==> src/rtl/mem_arbiter_pkg.sv <==
// Shared definitions for the memory-port arbiter: data width, FSM state
// encoding and transaction owner encoding.
package mem_arbiter_pkg;

  localparam int D_XLEN = 32;

  typedef enum logic [1:0] {
    ARB_IDLE = 2'd0,
    ARB_REQ  = 2'd1,
    ARB_RESP = 2'd2
  } arb_state_t;

  typedef enum logic {
    OWN_I = 1'b0,
    OWN_D = 1'b1
  } arb_owner_t;

endpackage

==> src/rtl/mem_arbiter_pick.sv <==
// mem_arb_pick: priority decision between fetch and data requesters.
// Data wins on contention unless MAX_D_STREAK consecutive data grants
// have already been made while fetch was waiting.
//   clk, reset   : clock, asynchronous active-low reset
//   i_req, d_req : current fetch / data requests
//   pick_en      : high in the arbitration (IDLE) cycle; streak updates
//                  only when a selection is actually made
//   pick_d       : 1 = select data, 0 = select fetch (valid when any req)
module mem_arb_pick
  import mem_arbiter_pkg::*;
#(
  parameter int MAX_D_STREAK = 4
) (
  input  logic clk,
  input  logic reset,
  input  logic i_req,
  input  logic d_req,
  input  logic pick_en,
  output logic pick_d
);

  localparam int SW = $clog2(MAX_D_STREAK + 1);
  localparam logic [SW-1:0] LIMIT = SW'(MAX_D_STREAK);

  logic [SW-1:0] streak;

  always_comb begin
    pick_d = d_req && (!i_req || (streak < LIMIT));
  end

  // Streak counts only data wins that made a waiting fetch wait longer.
  always_ff @(posedge clk or negedge reset) begin
    if (!reset) begin
      streak <= '0;
    end else if (pick_en && (i_req || d_req)) begin
      if (pick_d && i_req) begin
        if (streak != LIMIT) streak <= streak + 1'b1;
      end else begin
        streak <= '0;
      end
    end
  end

endmodule

==> src/rtl/mem_arbiter.sv <==
// mem_arbiter: shares one memory port between instruction fetch (i_*)
// and load/store (d_*). One transaction in flight; IDLE picks an owner,
// REQ forwards the owner's fields until m_gnt, RESP waits for m_rvalid
// and routes the response back.
//   clk, reset          : clock, asynchronous active-low reset
//   i_req/i_addr        : fetch request;  i_gnt/i_rvalid/i_rdata back
//   d_req/d_we/d_be/
//   d_addr/d_wdata      : data request;   d_gnt/d_rvalid/d_rdata back
//   m_req/m_we/m_be/
//   m_addr/m_wdata      : memory request; m_gnt/m_rvalid/m_rdata back
module mem_arbiter
  import mem_arbiter_pkg::*;
#(
  parameter int MAX_D_STREAK = 4
) (
  input  logic              clk,
  input  logic              reset,
  input  logic              i_req,
  input  logic [D_XLEN-1:0] i_addr,
  output logic              i_gnt,
  output logic              i_rvalid,
  output logic [D_XLEN-1:0] i_rdata,
  input  logic              d_req,
  input  logic              d_we,
  input  logic [3:0]        d_be,
  input  logic [D_XLEN-1:0] d_addr,
  input  logic [D_XLEN-1:0] d_wdata,
  output logic              d_gnt,
  output logic              d_rvalid,
  output logic [D_XLEN-1:0] d_rdata,
  output logic              m_req,
  output logic              m_we,
  output logic [3:0]        m_be,
  output logic [D_XLEN-1:0] m_addr,
  output logic [D_XLEN-1:0] m_wdata,
  input  logic              m_gnt,
  input  logic              m_rvalid,
  input  logic [D_XLEN-1:0] m_rdata
);

  arb_state_t state, state_d;
  arb_owner_t owner, owner_d;
  logic       pick_en;
  logic       pick_d;

  mem_arb_pick #(
    .MAX_D_STREAK(MAX_D_STREAK)
  ) u_pick (
    .clk    (clk),
    .reset  (reset),
    .i_req  (i_req),
    .d_req  (d_req),
    .pick_en(pick_en),
    .pick_d (pick_d)
  );

  always_ff @(posedge clk or negedge reset) begin
    if (!reset) begin
      state <= ARB_IDLE;
      owner <= OWN_I;
    end else begin
      state <= state_d;
      owner <= owner_d;
    end
  end

  // Memory-side fields are gated by REQ so the port reads 0 when idle,
  // even though the reset owner (fetch) would otherwise drive m_be=F.
  always_comb begin
    state_d  = state;
    owner_d  = owner;
    pick_en  = 1'b0;
    m_req    = 1'b0;
    m_we     = 1'b0;
    m_be     = '0;
    m_addr   = '0;
    m_wdata  = '0;
    i_gnt    = 1'b0;
    d_gnt    = 1'b0;
    i_rvalid = 1'b0;
    d_rvalid = 1'b0;
    i_rdata  = '0;
    d_rdata  = '0;
    case (state)
      ARB_IDLE: begin
        pick_en = 1'b1;
        if (i_req || d_req) begin
          owner_d = pick_d ? OWN_D : OWN_I;
          state_d = ARB_REQ;
        end
      end
      ARB_REQ: begin
        m_req = 1'b1;
        if (owner == OWN_D) begin
          m_we    = d_we;
          m_be    = d_be;
          m_addr  = d_addr;
          m_wdata = d_wdata;
          d_gnt   = m_gnt;
        end else begin
          m_be    = 4'hF;
          m_addr  = i_addr;
          i_gnt   = m_gnt;
        end
        if (m_gnt) state_d = ARB_RESP;
      end
      ARB_RESP: begin
        if (m_rvalid) begin
          if (owner == OWN_D) begin
            d_rvalid = 1'b1;
            d_rdata  = m_rdata;
          end else begin
            i_rvalid = 1'b1;
            i_rdata  = m_rdata;
          end
          state_d = ARB_IDLE;
        end
      end
      default: state_d = ARB_IDLE;
    endcase
  end

endmodule

==> config.mk <==
export PLATFORM = sky130hd
export DESIGN_NAME = mem_arbiter
export DESIGN_NICKNAME = d
export VERILOG_FILES = /design/src/rtl/mem_arbiter_pkg.sv /design/src/rtl/mem_arbiter_pick.sv /design/src/rtl/mem_arbiter.sv
export SDC_FILE = /design/constraint.sdc
export NUM_CORES = 1
export LEC_CHECK = 0
export CORE_AREA = 2 2 106 108
export CTS_BUF_LIST = sky130_fd_sc_hd__clkbuf_8
export CTS_CLUSTER_SIZE = 16
export DETAILED_ROUTE_END_ITERATION = 16
export DIE_AREA = 0 0 108 110
export DONT_BUFFER_PORTS = 1
export HOLD_SLACK_MARGIN = 0.06
export PLACE_DENSITY = 0.34
export SETUP_SLACK_MARGIN = 0.02
export SKIP_CTS_REPAIR_TIMING = 1
export SLEW_MARGIN = 20
export SYNTH_ARGS = -nofsm -noshare
export SYNTH_HDL_FRONTEND = slang
export SYNTH_SLANG_ARGS = --single-unit
==> constraint.sdc <==
create_clock -name clk -period 1.2 [get_ports clk]
set_clock_uncertainty 0.05 [all_clocks]
set_input_delay 0.06 -clock clk [delete_from_list [all_inputs] [get_ports clk]]
set_output_delay 0.06 -clock clk [all_outputs]
set_load 0.01 [all_outputs]
==> run_results.csv <==
group,metric,value,unit
finish,final_cell_area,2510,sq um
setup_path,required,1090,ps
pwr,ir_drop,0.00108,V
setup_path,reg2reg_from,"state[1]",
floorplanning,die_w,108,um
timing,period_needed,1520,ps
clock_network,numCtsBuffers,3,
drt,drcViolationCount,0,
finish,diodes,0,
grt,grt_pass1_wl,7810,um
setup_path,cp-end-kind,"primary output",
floorplanning,core,10700,sq um
timing,post-route-period-util,1.27,
drt,vias_per_cell,4.50,
clock_network,clk_latency,230,ps
logic_synthesis,synth-edff-count,0,
run_status,outcome,"finished, violations left",
timing,drv_slew,0,
finish,final_cell_mix,"47 x and2_1, 39 x buf_4, 33 x and3_4",
floorplanning,row_count,38,
logic_synthesis,synthArstFlopShare,1.00,
drt,detail_route.wl_per_cell,17.6,um
place,gp_congestion,0.729,
grt,grt_max_degree,42,
floorplanning,start_util,0.142,
logic_synthesis,ys_ff_latch,6,
logic_synthesis,yosysUniqueCellTypes,24,
grt,grt_remaining_overflow,0,
drt,first_pass_iters,4,
logic_synthesis,synth_fp_nets,363,
grt,grt_antenna_before_repair,0,
timing,layout_setup_ws,-320,ps
setup_path,startpoint,"state[0]",
floorplanning,io_pins,277,
finish,final_common_cell,"and2_1",
timing,max_freq,658,MHz
timing,holdWs,51.2,ps
timing,final-hold-violation-count,0,
finish,layout-area-overhead-vs-synth,64.7,%
setup_path,arrival,1410,ps
drt,drtAntennaViolNets,0,
clock_network,clk_pin_slew,40,ps
logic_synthesis,syn_avg_cell_area,6.86,sq um
logic_synthesis,syn_area,1520,sq um
pwr,p_per_area,2350,nW/um^2
timing,slew-limit-headroom,0.794,
finish,multi_input_area,1550,sq um
floorplanning,dieHeight,110,um
finish,finalNonFillerCells,400,
logic_synthesis,synth_warnings,0,
clock_network,clock_sinks,6,
clock_network,clock_path_buffers,2,
place,dp_cells,386,
grt,grt.total_usage,0.0858,
drt,drt_iter0_drc,40,
setup_path,crit_type,"flop to primary output",
pwr,total_power,5.91,mW
drt,wl,7030,um
run,maxCapViolations,0,
clock_network,tritoncts,"built",
setup_path,r2r_slack,-40,ps
clock_network,root_buffer,"clkbuf_8",
finish,fillCellCount,1181,
logic_synthesis,ys.flop_type,"dfrtp_1",
finish,drive_above_1_share,0.500,
clock_network,htreeDepth,1,
finish,nets,402,
place,hpwl,5490,um
finish,seqCellArea,151,sq um
logic_synthesis,synthCells,222,
timing,setup_viol,141,
logic_synthesis,seq_area_frac_synth,0.0985,
place,io_buffers,0,
place,post_dp_cell_area,2030,sq um
timing,max_slew.worst_pin.slew,307,ps
floorplanning,die_area,11900,sq um
timing,rsz0062_at_grt,"yes",
min_path,worstHoldStart,"i_req",
setup_path,startpoint_type,"flop",
drt,num_vias,1801,
setup_path,crit_path_max_fanout,33,
run_status,violations,"negative setup slack",
grt,grt_pass1_vias,1470,
min_path,hold_class,"input pin to flop",
pwr,p_leak,1.15,nW
==> path summary, 6_finish.rpt <==
path	to	cells after the start
min in group asynchronous	state[0]	1
worst min-delay path	state[0]	2
max in group asynchronous	owner	1
worst max-delay path	i_rdata[9]	4
worst max register to register	u_pick.streak[0]	4
worst min register to register	u_pick.streak[1]	1
==> critical path, stage by stage (launching register included) <==
cell      delay [ps]
dfrtp_1          410
nand2b_4         170
nor3b_4          210
buf_12           180
and2_1           200
==> metal layers <==
layer	vias to the layer above	GRT usage	wire length (um)
met5	-	0	0
met2	161	0.172	3750
met4	0	0.0165	19
li1	814	-	-
met1	824	0.0947	2590
met3	2	0.0147	672
==> cells by family after synthesis <==
group	Yosys count	share of synthesized area
AND/OR/NAND/NOR	143	0.539
multiplexers	32	0.210
buffers and inverters	28	0.0862
AO/OA/AOI/OAI	11	0.0493
flip-flops	6	0.0985
adder cells (fa/ha/maj)	2	0.0164
==> through the flow <==
| stage | worst slack (ps) | util | TNS, ps |
|---|---|---|---|
| 4_1_cts | -358 | 0.194 | -38900 |
| 3_3_place_gp | -96.1 | 0.190 | -3520 |
| 3_5_place_dp | -97.1 | 0.190 | -4770 |
| 6_report | -320 | 0.235 | -36140 |
| 2_1_floorplan | -29.5 | - | -1360 |
| 5_1_grt | -394 | 0.235 | -45390 |
==> area by class of cell <==
| type | count | area share |
|---|---|---|
| inverter | 7 | 0.0115 |
| sequential | 6 | 0.0603 |
| clock buffer | 3 | 0.0165 |
| timing repair buffer | 55 | 0.221 |
| clock inverter | 1 | 0.00150 |
| tap | 140 | 0.0698 |
| multi-input combinational | 188 | 0.619 |
==> Yosys cell counts, drive strengths merged, types with 2 or more instances <==
cell type  count  area share
inv            7       0.017
nand2b         2       0.013
ha             2       0.016
and2          66        0.27
mux2i         32        0.21
a32o           2       0.013
and3          34        0.14
a22o           2       0.011
nor3b          2       0.013
o21ai          2      0.0066
buf           15       0.054
nor2          33       0.081
a21oi          4       0.013
dfrtp          6       0.099
nand2          3      0.0074
clkbuf         6       0.015
==> where the power goes <==
part / internal [mW] / switching [mW] / total, mW
sequential: 0.289 / 0.119 / 0.407
clock: 0.221 / 0.0979 / 0.319
combinational: 2.57 / 2.62 / 5.18
==> sequential cells by signal, summed over array words and instances (netlist names) <==
register and flops:
u_pick.streak 3, state 2, owner 1
Note: power is estimated with default switching activity, not from simulation.
